## config.mk

```make
export PLATFORM = sky130hd
export DESIGN_NAME = adder_pipe
export DESIGN_NICKNAME = d
export VERILOG_FILES = /design/src/rtl/adder_pkg.sv /design/src/rtl/adder_stage.sv /design/src/rtl/adder_pipe.sv
export SDC_FILE = /design/constraint.sdc
export NUM_CORES = 1
export LEC_CHECK = 0
export CORE_MARGIN = 1.5
export CORE_UTILIZATION = 28
export CTS_CLUSTER_SIZE = 10
export DETAILED_ROUTE_END_ITERATION = 16
export PLACE_DENSITY = 0.55
export SLEW_MARGIN = 10
export SYNTH_ARGS = -nofsm -noshare
export SYNTH_HDL_FRONTEND = slang
export SYNTH_SLANG_ARGS = --single-unit
```

## constraint.sdc

```tcl
create_clock -name i_clk -period 2.6 [get_ports i_clk]
set_clock_uncertainty 0.15 [all_clocks]
set_input_delay 0.52 -clock i_clk [delete_from_list [all_inputs] [get_ports i_clk]]
set_output_delay 0.52 -clock i_clk [all_outputs]
set_load 0.05 [all_outputs]
```

## src/rtl/adder_pkg.sv

```systemverilog
// adder_pipe shared types: op encoding,
// stage payload and depth limit.
package adder_pkg;

  localparam int MAX_STAGES = 4;
  localparam int MAX_W      = 32;

  typedef enum logic [1:0] {
    ADD = 2'b00,
    SUB = 2'b01,
    ACC = 2'b10,
    CLR = 2'b11
  } op_t;

  // Sized for the widest operand; narrower
  // instances use result[W:0] only.
  typedef struct packed {
    logic [MAX_W:0] result;
    logic           ovf;
  } payload_t;

endpackage

```

## src/rtl/adder_stage.sv

```systemverilog
// adder_pipe pipeline register: one enabled
// payload + valid slot.
module adder_stage
  import adder_pkg::*;
(
  input  logic     clk_i,
  input  logic     rst_ni,
  input  logic     en_i,
  input  logic     valid_i,
  input  payload_t data_i,
  output logic     valid_o,
  output payload_t data_o
);

  logic     valid_q;
  payload_t data_q;

  always_ff @(posedge clk_i or negedge rst_ni) begin
    if (!rst_ni) begin
      valid_q <= 1'b0;
      data_q  <= '0;
    end else if (en_i) begin
      valid_q <= valid_i;
      data_q  <= data_i;
    end
  end

  assign valid_o = valid_q;
  assign data_o  = data_q;

endmodule

```

## src/rtl/adder_pipe.sv

```systemverilog
// adder_pipe: add/sub/accumulate unit with a
// valid/ready pipeline of G_STAGES registers.
module adder_pipe
  import adder_pkg::*;
#(
  parameter int G_DATA_WIDTH = 8,
  parameter int G_STAGES     = 2,
  parameter int G_SATURATE   = 0
) (
  input  logic                    i_clk,
  input  logic                    i_rst_n,
  input  logic                    i_valid,
  output logic                    o_ready,
  input  logic [G_DATA_WIDTH-1:0] i_A,
  input  logic [G_DATA_WIDTH-1:0] i_B,
  input  logic [1:0]              i_op,
  output logic                    o_valid,
  input  logic                    i_ready,
  output logic [G_DATA_WIDTH:0]   o_C,
  output logic                    o_ovf
);

  localparam int W = G_DATA_WIDTH;

  if (W < 2 || W > MAX_W ||
      G_STAGES < 1 || G_STAGES > MAX_STAGES) begin : g_bad
    $error("adder_pipe: illegal parameters");
  end

  logic         rdy_q;
  logic         advance;
  logic         xfer;
  logic [W:0]   acc_q;
  logic [W:0]   acc_d;
  logic [W+1:0] acc_sum;
  op_t          op;
  payload_t     pl_d;
  payload_t     pl [G_STAGES+1];
  logic         v  [G_STAGES+1];

  // Whole pipe moves as one; only a held
  // output can stall it.
  assign advance = !(o_valid && !i_ready);
  assign o_ready = rdy_q && advance;
  assign xfer    = i_valid && o_ready;
  assign op      = op_t'(i_op);
  assign acc_sum = {1'b0, acc_q} + {2'b00, i_A};

  always_comb begin
    pl_d  = '0;
    acc_d = acc_q;
    unique case (1'b1)
      (op == ADD): begin
        pl_d.result[W:0] = {1'b0, i_A} + {1'b0, i_B};
      end
      (op == SUB): begin
        pl_d.result[W:0] = {1'b0, i_A} - {1'b0, i_B};
        pl_d.ovf         = i_A < i_B;
      end
      (op == ACC): begin
        pl_d.ovf = acc_sum[W+1];
        acc_d    = (acc_sum[W+1] && G_SATURATE != 0)
                   ? '1 : acc_sum[W:0];
        pl_d.result[W:0] = acc_d;
      end
      (op == CLR): begin
        acc_d = '0;
      end
      default: ;
    endcase
  end

  always_ff @(posedge i_clk or negedge i_rst_n) begin
    if (!i_rst_n) begin
      rdy_q <= 1'b0;
      acc_q <= '0;
    end else begin
      rdy_q <= 1'b1;
      if (xfer) acc_q <= acc_d;
    end
  end

  assign pl[0] = pl_d;
  assign v[0]  = xfer;

  for (genvar s = 0; s < G_STAGES; s++) begin : g_stage
    adder_stage u_stage (
      .clk_i   (i_clk),
      .rst_ni  (i_rst_n),
      .en_i    (advance),
      .valid_i (v[s]),
      .data_i  (pl[s]),
      .valid_o (v[s+1]),
      .data_o  (pl[s+1])
    );
  end

  assign o_valid = v[G_STAGES];
  assign o_C     = pl[G_STAGES].result[W:0];
  assign o_ovf   = pl[G_STAGES].ovf;

  if (W < MAX_W) begin : g_hi
    logic unused_hi;
    assign unused_hi = |pl[G_STAGES].result[MAX_W:W+1];
  end

endmodule
```

# Word level (Yosys, flattened, before mapping)
# Index checks and enable logic that the tools add are counted.
[word_totals] reg_bits=32 inputBits=22 output_inout_bits=12 wordCells=26
[op_classes] n_addsub=3 magnitude_cmp=1 n_eq_ne=3 n_mux=3 reduce_logical=8
[op_table] operator="$pmux 9 s3" count=1
[op_table] operator="$pmux 9 s2" count=1
[op_table] operator="$add 9x8->10" count=1
[op_table] operator="$add 8x8->9" count=1
[op_table] operator="$sub 8x8->9" count=1
[op_table] operator="$lt 8x8->1" count=1
[op_table] operator="$eq 2x2->1 const B" count=2
[op_table] operator="$logic_and 1x1->1" count=3
[op_table] operator="$eq 2x1->1 const B" count=1
[op_table] operator="$logic_not 1->1" count=2
[op_table] operator="$logic_not 2->1" count=1
[op_table] operator="$pmux 1 s2" count=1
[op_table] operator="$reduce_and 2->1" count=1
[op_table] operator="$reduce_bool 2->1" count=1

# Depth between registers and ports, before layout
[logic_depth] ltp_word=6 depth_mapped=9 depth_no_buf=9

# Modules after synthesis
# A second synthesis with hierarchy kept.
[unflattened] hier_cells=385 hier_area_um2=4804.6
[by_module_without_submodules] module="adder_stage" instances=2 cells_per_inst=74 area_each_um2=1453.9 seq_area_each_um2=875.8
[by_module_without_submodules] module="adder_pipe" instances=1 cells_per_inst=237 area_each_um2=1896.8 seq_area_each_um2=250.2

# Worst setup path after synthesis
# No wires, ideal clock.
[synth_timing] path_type="register to output" from="reg g_stage[1].u_stage.valid_q" to="out o_ready" t_arrival_ns=1.932 required_ns=1.930 path_slack_ns=-0.002 stages_incl_launch_ff=5 path_buffers=2 path_cell_list="dfrtp_1 > nor2b_1 > buf_1 > clkbuf_1 > nor2b_1"
[synth_between] elab_chain_cells=3
[synth_lines] element="start, declared" line="adder_stage.sv:15" text="logic valid_q;"
[synth_lines] element="start signal, assigned" line="adder_stage.sv:23" text="valid_q <= valid_i;"
[synth_lines] element="$logic_and 1x1->1" line="adder_pipe.sv:43" text="assign advance = !(o_valid && !i_ready);"
[synth_lines] element="$logic_not 1->1" line="adder_pipe.sv:43"
[synth_lines] element="$logic_and 1x1->1" line="adder_pipe.sv:44" text="assign o_ready = rdy_q && advance;"
[synth_lines] element="end, declared" line="adder_pipe.sv:13" text="output logic o_ready,"
# No other way between the ends.

# Final worst setup path
[layout_timing] from="in i_A[3]" to="reg g_stage[0].u_stage.data_q, in the netlist g_stage[0].u_stage.data_o[9]"
[layout_between] elab_chain_cells=2 elab_cells_between_ends=4 classes_between="3 x add/sub; 1 x mux"
[layout_lines] element="start, declared" line="adder_pipe.sv:14" text="input logic [G_DATA_WIDTH-1:0] i_A,"
[layout_lines] element="$add 9x8->10, or another cell as far along" line="adder_pipe.sv:47" text="assign acc_sum = {1'b0, acc_q} + {2'b00, i_A};"
[layout_lines] element="$pmux 9 s3 (*)" line="adder_pipe.sv:52" text="unique case (1'b1)"
[layout_lines] element="end signal, assigned" line="adder_stage.sv:24" text="data_q <= data_i;"
[layout_lines] element="end, declared" line="adder_stage.sv:16" text="payload_t data_q;"
# Every way passes the cells marked *; elsewhere a longest branch is shown, timed or not.
# A chain may end at the register's enable or synchronous reset.

==> out/qor.yml <==
place_ws_ns: -0.603
routed_wl_mm: 6.12
hold_class: "reg -> reg"
rows: 33
ff_latch_area_sq_um: 801
crit_buf_inv: 2
status: "completed"
htree_levels: 2
via_per_inst: 4.79
ys_warn_count: 0
cp-end-kind: "flop"
num_io_pins: 34
ys_top_cells_by_area: "dfrtp_1 (34%), ha_1 (15%), mux2_2 (4.7%)"
setup-violations-final: 0
ys_types: 49
synthFlopType: "dfrtp_1"
fp.dieH_um: 95.2
synth_top_area_cell: "dfrtp_1"
setup_ws_ns: 0.0463
report.final.slew_viol_count: 0
worst_slew_pin_slew_ns: 0.509
synthToLayoutAreaGrowth_pct: 45.2
clk_latency_ns: 0.28
grt_max_degree: 33
worstSetupStartpointType: "primary input"
cp.required_ns: 2.65
fillCellCount: 800
fin_crit_ns: 2.55
multi_input_area_sq_um: 1570
final_util_pct: 42.1
syn_avg_cell_area_sq_um: 9.45
dp_hpwl_mm: 4.76
stdcell_area_sq_um: 3460
die_area_sq_um: 9070
antenna_found_initial: 0
synth_fp_nets: 305
power_density_nw_per_um2: 787
grtUsageTotal_pct: 14.3
async_flop_share_pct: 100
dpl-instance-area_sq_um: 3220
grt_pass1_wl_mm: 10.0
cp_cell_sequence: "clkdlybuf4s50_1 > ha_4 > buf_4 > or3_1 > o21bai_1 > a211oi_1 > o31ai_1 > a31oi_1"
hold_violations: 0
cp_max_fo: 4
finalNetCount: 389
netlist_area_sq_um: 2380
place_inst: 432
critical_path_arrival_ns: 2.60
grt_pass1_vias: 2092
synth_seq_cells: 32
dr_total_vias: 2116
clkSinkCount: 32
rsz0062_at_grt: "yes"
final_cells: 442
wl_per_cell_um: 13.9
grt_overflow: 0
crit_path_max_incr_delay_ns: 0.53
criticalPathCategory: "in -> reg"
routabilityCongestion: 0.764
initial_utilization_pct: 29.0
path_delay_family: "compound AO/OA/AOI/OAI gates"
place.port_buffers: 33
coreArea_sq_um: 8220
drc: 0
drive_gt1_share_pct: 27.9
ant_nets: 0
drt_pre_antenna_iters: 4
synth_top_area_share_pct: 33.6
yosysSeqAreaShare_pct: 33.6
relSlewSlack_pct: 65.8
n_antenna_cell: 0
cts_tree: "done"
cap_violations: 0
synthCells: 252
cts.clk_slew.worst_paths_ns: 0.07
cts_buffer_depth: 2
peakVddDrop_mv: 0.248
fmax_mhz: 392
synth_edf_count: 0
worst_path_max_delay_cell: "clkdlybuf4s50_1"
drt_iter0_drc: 80
cts_buffers: 5
min_period_over_period_pct: 98.2
fp.dieW_um: 95.2
leakage_nw: 1.61
root_buffer: "clkbuf_8"
cts_hold_buf: 0
## through the flow
step                      power (mW)  TNS, ns  hold slack [ns]
after global placement          2.09    -3.83            0.299
after detailed placement        2.10    -4.21            0.309
final                           2.72        0            0.324
after floorplan                 1.52        0           0.0744
after global routing            2.90  -0.0322            0.352
after CTS                       2.70        0            0.325
## sequential cells by signal, summed over array words and instances, names as in the netlist
name                     cells
g_stage.u_stage.data_o      20
acc_q                        9
rdy_q                        1
g_stage.u_stage.valid_o      2
## metal layers
layer | part of all wire [%] | global-route usage, % | wire length [um] | vias to the layer above
met2 | 48 | 23.9 | 2970 | 33
met5 | 0 | 0 | 0 | -
met1 | 47 | 18.3 | 2860 | 1012
met3 | 3.2 | 3.11 | 196 | 8
met4 | 1.6 | 4.23 | 101 | 0
li1 | - | - | - | 1063
## worst paths after layout
check	from	to	slack, ns	cells after the start
worst max-delay path	i_A[3]	g_stage[0].u_stage.data_o[9]	0.05	8
worst min-delay path	g_stage[0].u_stage.valid_o	g_stage[1].u_stage.valid_o	0.32	1
worst max register to register	acc_q[0]	g_stage[0].u_stage.data_o[9]	0.25	8
worst min register to register	g_stage[0].u_stage.valid_o	g_stage[1].u_stage.valid_o	0.32	1
max in group asynchronous	i_rst_n	g_stage[0].u_stage.data_o[9]	1.50	2
min in group asynchronous	i_rst_n	acc_q[1]	0.49	2
## worst register-to-register path, delay by kind of cell, from the launching register on
family | cells | cell delay (ns)
AOI/OAI and AO/OA | 6 | 1.13
adders and majority gates | 2 | 0.60
DFF | 1 | 0.40
## where the power goes
part | switching [mW] | internal (mW)
combinational | 0.750 | 0.728
clock | 0.182 | 0.338
sequential | 0.0800 | 0.641
## cells in the final DEF, fill, tap and decap left out, types with 3 or more instances in the layout
cell	count
clkbuf_8	7
dfrtp_1	32
a22o_1	4
o31ai_1	3
o21ai_0	18
ha_1	24
nand2_1	18
dlygate4sd2_1	4
nor2_1	17
nor3_1	3
xnor2_1	9
o21ai_1	4
clkdlybuf4s50_1	26
buf_4	54
nand2b_1	3
a21oi_1	12
mux2_2	10
inv_1	16
a211oi_1	3
o21a_1	5
nor2b_1	3
xor2_1	4
o21bai_1	4
ha_4	4
## cell type report
cell class              count  area share, %
clock buffers               7           2.79
clock inverters             1          0.869
inverters                  17           1.85
multi-input cells         192           45.4
flip-flops and latches     32           23.2
well taps                 105           3.80
repair buffers             88           22.1
## synthesized netlist by cell type (5+ instances only)
cell type and count:
nor2_1 17, nor2b_1 5, mux2_2 10, clkbuf_1 9, xnor2_1 9, dfrtp_1 32, ha_1 28, a21oi_1 14
inv_1 17, o21ai_0 19, nand2_1 18, o21a_1 5
## cells by family after synthesis
logic type / Yosys count / share of synthesized area, %
AOI/OAI and AO/OA: 76 / 21.8
xor gates and xnor gates: 13 / 4.78
adders and majority gates: 31 / 17.2
buffers and inverters: 28 / 4.73
DFF: 32 / 33.6
muxes: 12 / 5.57
other: 1 / 0.157
and+or+nand+nor: 59 / 12.1
## timing repair
item / in CTS / in global routing
buffers inserted: 2 / 0
gates resized for setup: 12 / 9
endpoints found under the setup margin: 7 / 8
pin swaps: 3 / 1
No activity file was read; power rests on OpenSTA's default activity.
==> RTL change 1: new RTL, same settings <==
Change the parameter `G_STAGES` from 2 to 4.
--- a/src/rtl/adder_pipe.sv
+++ b/src/rtl/adder_pipe.sv
@@ -6,3 +6,3 @@
   parameter int G_DATA_WIDTH = 8,
-  parameter int G_STAGES     = 2,
+  parameter int G_STAGES     = 4,
   parameter int G_SATURATE   = 0
Check against the original RTL: not equivalent (a bounded check fails within 4 cycles, from zero or initial values and one cycle with i_rst_n low).
==> RTL change 1 against the unedited design <==
- wire length grew 25%
- count of clock-buffer cells in the layout is 1 lower
- first-iteration DRC count increased by 83%
- worst setup slack gained 0.061 ns
- synthesized area is 37% higher
- sequential cell count increased by 22
- final area is 23% higher
- total power rose by 47%
- largest cell class unchanged
- highest routed layer unchanged
==> RTL change 1: results (changes against the unedited design) <==
{| class="wikitable"
! Metric !! Value
|-
| Outcome || finished, final reports clean
|-
| Worst setup slack before clock tree synthesis || -0.391 ns (+0.212 ns)
|-
| DR iter-0 viols || 146 (+83%)
|-
| Buffer type at the clock tree root || sky130_fd_sc_hd__clkbuf_16
|-
| Amount of wire on met2 after detailed routing || 3600 µm (+21%)
|-
| Largest cells by area after synthesis || sky130_fd_sc_hd__dfrtp_1 (41%), sky130_fd_sc_hd__nand2_1 (13%), sky130_fd_sc_hd__ha_1 (11%)
|-
| Layout cell share with drive strength beyond 1 || 15.6% (-12 points)
|-
| Remaining max-slew budget at the tightest pin || 53.5% (-12 points)
|-
| Post-Route Hold Slack || 0.187 ns (-0.137 ns)
|-
| Worst hold path type || in2async
|-
| Number of inserted filler cells in the final layout || 1,196 (+50%)
|-
| Post-synthesis compound-gate area fraction || 17.9% (-3.9 points)
|-
| Worst-case register-to-register setup slack || 0.33 ns (+0.08 ns)
|-
| Routed wire length on met3 || 218 µm (+11%)
|-
| Longest individual stage delay on the worst path || 0.43 ns (-0.10 ns)
|-
| Routed vias/inst || 4.65 (-2.8%)
|-
| First-pass GRT wire length || 13,000 µm (+30%)
|-
| Fin worst setup slack || 0.108 ns (+0.0613 ns)
|-
| Xor and xnor area share after synthesis || 3.21% (-1.6 points)
|-
| Share of synthesized area spent on multiplexers || 0.306% (-5.3 points)
|-
| Vias in the first global route || 2,738 (+31%)
|-
| Total internal power || 2.39 mW (+40%)
|-
| Overall routing resource usage || 12.8% (-1.5 points)
|-
| Sequential element share of the synthesized area || 41.3% (+7.7 points)
|-
| Dpl hpwl || 5720 µm (+20%)
|-
| Clock latency reported for the late side of the worst-skew pair || 0.30 ns (+0.02 ns)
|-
| Critical path arrival || 2.52 ns (-0.08 ns)
|-
| Top cells by instance count after synthesis || sky130_fd_sc_hd__nand2_1 (112), sky130_fd_sc_hd__dfrtp_1 (54), sky130_fd_sc_hd__ha_1 (28)
|-
| Final nets || 494 (+27%)
|-
| Maximum number of pins on one net before global-route repair || 55 (+67%)
|-
| Distinct cell type count of the synthesized netlist || 50 (+2.0%)
|-
| Leak pwr || 2.10 nW (+30%)
|-
| Adder-cell area share of the yosys netlist || 12.6% (-4.7 points)
|-
| Area after detailed placement || 4040 µm² (+26%)
|-
| Flip-flop count of the largest register after layout || 40 (+100%)
|-
| Nets in the synthesized netlist || 428 (+40%)
|-
| Peak fanout along the critical path || 2 (-2)
|}
## RTL change 1: cell count changes after synthesis, moves of 5 or more
cell / unedited run / this run
sky130_fd_sc_hd__nand2_1: 18 / 112
sky130_fd_sc_hd__a21oi_1: 14 / 19
sky130_fd_sc_hd__mux2_2: 10 / 0
sky130_fd_sc_hd__dfrtp_1: 32 / 54
sky130_fd_sc_hd__o21ai_1: 4 / 11
sky130_fd_sc_hd__nand2b_1: 3 / 9
sky130_fd_sc_hd__nor2_1: 17 / 12
sky130_fd_sc_hd__o21ai_0: 19 / 8
## RTL change 1: power groups by stage
stage	registers, mW	logic [mW]	clock network (mW)
after floorplan	1.63	0.931	0
after global placement	1.38	1.82	0
after detailed placement	1.39	1.85	0
after CTS	1.38	1.90	0.742
after global routing	1.42	2.11	0.774
final	1.37	1.90	0.728
## RTL change 1: final timing paths
check,start,endpoint,depth (start not counted)
min in group i_clk,g_stage[2].u_stage.data_o[4],g_stage[3].u_stage.data_o[4],2
hold reg to reg,g_stage[2].u_stage.data_o[4],g_stage[3].u_stage.data_o[4],2
max in group asynchronous,i_rst_n,g_stage[1].u_stage.valid_o,2
setup reg to reg,acc_q[0],g_stage[0].u_stage.data_o[7],8
setup / recovery,i_B[0],g_stage[0].u_stage.data_o[9],9
hold / removal,i_rst_n,g_stage[3].u_stage.data_o[2],2
## RTL change 1: logic make-up after synthesis
kind of cell,Yosys count
buf+inv,38
other cells,1
fa+ha+maj,31
mux,1
simple gates,155
flops,54
xor+xnor,12
compound gates,83
## RTL change 1: layout make-up
class | count | area (µm²) | share of cell area (%)
clock buffers | 6 | 139 | 3.26
inverters | 22 | 82.6 | 1.94
clock inverters | 2 | 20.0 | 0.469
flip-flops and latches | 54 | 1350 | 31.7
repair buffers | 75 | 667 | 15.6
multi-input cells | 283 | 1830 | 42.8
well taps | 143 | 179 | 4.20
## RTL change 1: worst reg2reg max path, delay by kind of cell, from the launching register on
kind	cells	cell delay (ns)
flops	1	0.40
xor+xnor	1	0.11
compound gates	5	0.93
fa+ha+maj	2	0.55
## RTL change 1: per-layer routing
metal  vias to the layer above  global-route usage, %
li1                       1400                      -
met1                      1266                   16.8
met2                        44                   21.7
met3                        11                   2.30
met4                         0                   3.80
met5                         -                      0
## RTL change 1: repair_timing
action,CTS,global route
resized for setup,6,10
setup buffers,0,0
setup endpoints to repair,4,5
pin swaps,2,8
hold buffers,0,0
endpoints found under the hold margin,0,0
==> RTL change 2: new RTL, same settings <==
Without the edit above. Make the reset (`i_rst_n` and `rst_ni`) synchronous in 2 clocked blocks.
--- a/src/rtl/adder_stage.sv
+++ b/src/rtl/adder_stage.sv
@@ -17,3 +17,3 @@
 
-  always_ff @(posedge clk_i or negedge rst_ni) begin
+  always_ff @(posedge clk_i) begin
     if (!rst_ni) begin
--- a/src/rtl/adder_pipe.sv
+++ b/src/rtl/adder_pipe.sv
@@ -72,3 +72,3 @@
 
-  always_ff @(posedge i_clk or negedge i_rst_n) begin
+  always_ff @(posedge i_clk) begin
     if (!i_rst_n) begin
Check against the original RTL: differs if i_rst_n is asserted again (counterexample within 4 cycles, from zero or initial values and one cycle with i_rst_n low); with i_rst_n held inactive, the same outputs for 10 cycles.
==> RTL change 2 against the unedited design <==
- die area rose by 6.4%
- final area grew 1.5%
- worst setup slack improved by 0.047 ns
- first-iteration DRC count grew 41%
- utilization shrank 2.0 points
- synthesized area is 6.6% higher
- wire length rose by 17%
- via count rose by 19%
- critical path depth unchanged
- synthesized cell count rose by 24%
- register-to-register slack improved by 0.08 ns
- non-clock buffer count is the same
- sequential cell count did not move
Power is not compared: it rests on default switching activity, and its combinational part moved more than twofold at a synthesized area within 25%.
==> RTL change 2: results (changes against the unedited design) <==
{| class="wikitable"
! Metric !! Value
|-
| H-Tree Level Count || 2 (unchanged)
|-
| Sequential element share of the synthesized area || 25.2% (-8.4 points)
|-
| Met1 Usage GRT || 19.0% (+0.74 points)
|-
| Dpl hpwl || 5750 µm (+21%)
|-
| Gpl congestion || 0.803 (+5.2%)
|-
| Diode insertion count for antenna repair || 0 (unchanged)
|-
| Maximum VDD drop || 0.206 mV
|-
| Outcome || finished, final reports clean
|-
| Overall routing resource usage || 15.3% (+1.0 points)
|-
| Routed vias/inst || 5.01 (+4.7%)
|-
| Vias in the first global route || 2,472 (+18%)
|-
| Buffer type at the clock tree root || sky130_fd_sc_hd__clkbuf_8
|-
| Final nets || 446 (+15%)
|-
| Remaining max-slew budget at the tightest pin || 66.3% (+0.47 points)
|-
| First-pass GRT wire length || 11,800 µm (+18%)
|-
| Largest cells by area after synthesis || sky130_fd_sc_hd__dfxtp_1 (25%), sky130_fd_sc_hd__ha_1 (14%), sky130_fd_sc_hd__nand2_1 (5.3%)
|-
| DR iter-0 viols || 113 (+41%)
|-
| Top cells by instance count after synthesis || sky130_fd_sc_hd__nand2_1 (36), sky130_fd_sc_hd__dfxtp_1 (32), sky130_fd_sc_hd__ha_1 (28)
|-
| Flip-flop count of the largest register after layout || 20 (unchanged)
|-
| Number of inserted filler cells in the final layout || 905 (+13%)
|-
| Met2 usage in global routing || 27.2% (+3.2 points)
|-
| Global routing met3 resource utilization || 2.29% (-0.82 points)
|-
| Clock latency reported for the late side of the worst-skew pair || 0.30 ns (+0.02 ns)
|-
| Maximum number of pins on one net before global-route repair || 19 (-42%)
|-
| Total setup buffers inserted after CTS || 0 (-2)
|-
| Critical path arrival || 2.55 ns (-0.05 ns)
|-
| Dominant synthesized flop cell || sky130_fd_sc_hd__dfxtp_1
|-
| Fraction of registers with async set or reset after synthesis || 0% (-100 points)
|-
| Nets in the synthesized netlist || 366 (+20%)
|-
| Worst setup slack before clock tree synthesis || -0.420 ns (+0.183 ns)
|-
| Peak fanout along the critical path || 2 (-2)
|}
-- RTL change 2: timing repair --
| item | CTS | global route |
|---|---|---|
| endpoints found under the setup margin | 3 | 6 |
| pin swaps | 1 | 3 |
| cloned | 0 | 0 |
| resized for setup | 3 | 6 |
-- RTL change 2: cell families (layout without fill, tap and decap cells) --
family          after synthesis  after routing  synth area share, %
simple gates                110            110                 21.9
compound gates               91             91                 26.2
fa+ha+maj                    31             31                 16.2
flops                        32             32                 25.2
buf+inv                      36            117                 5.77
mux                           3              3                 1.23
xor+xnor                     10             10                 3.45
-- RTL change 2: report_power, final --
group / internal [mW] / total (mW) / switching [mW]
Clock: 0.284 / 0.498 / 0.214
Combinational: 0.231 / 0.478 / 0.247
Sequential: 0.516 / 0.533 / 0.0167
-- RTL change 2: per-stage QoR --
step | instances | power, mW | setup TNS, ns | utilization [%] | cell area [µm²]
6_report | 502 | 1.51 | 0 | 40.0 | 3510
5_1_grt | 502 | 1.58 | 0 | 40.0 | 3510
4_1_cts | 502 | 1.51 | 0 | 39.6 | 3470
3_5_place_dp | 494 | 1.01 | -3.35 | 38.3 | 3360
3_3_place_gp | 494 | 1.01 | -3.00 | 38.3 | 3360
2_1_floorplan | 313 | 0.811 | 0 | - | 2540
-- RTL change 2: cell type report --
class	count	area, µm²	share of cell area, %
Clock buffer	5	68.8	1.96
Clock inverter	3	42.5	1.21
Inverter	21	78.8	2.25
Multi-Input combinational cell	245	1790	51.0
Sequential cell	32	641	18.3
Tap cell	108	135	3.85
Timing Repair Buffer	88	753	21.5
-- RTL change 2: metal layers --
layer	routed length, µm	up-vias
met2	3460	33
met1	3430	1174
met4	92	0
li1	-	1301
met3	178	8
met5	0	-
-- RTL change 2: worst max-delay path, stage by stage --
cell,delay [ns]
sky130_fd_sc_hd__clkdlybuf4s50_1,0.46
sky130_fd_sc_hd__ha_1,0.23
sky130_fd_sc_hd__fa_1,0.39
sky130_fd_sc_hd__nand2b_1,0.11
sky130_fd_sc_hd__a21oi_1,0.09
sky130_fd_sc_hd__o211a_1,0.21
sky130_fd_sc_hd__a211o_1,0.26
sky130_fd_sc_hd__a221o_1,0.28
-- RTL change 2: final timing paths --
check	startpoint	end	slack, ns	depth (start not counted)
setup reg to reg	acc_q[0]	acc_q[8]	0.33	7
hold / removal	g_stage[1].u_stage.data_o[1]	g_stage[1].u_stage.data_o[1]	0.30	2
hold reg to reg	g_stage[1].u_stage.data_o[1]	g_stage[1].u_stage.data_o[1]	0.30	2
setup / recovery	i_B[0]	g_stage[0].u_stage.data_o[5]	0.09	8
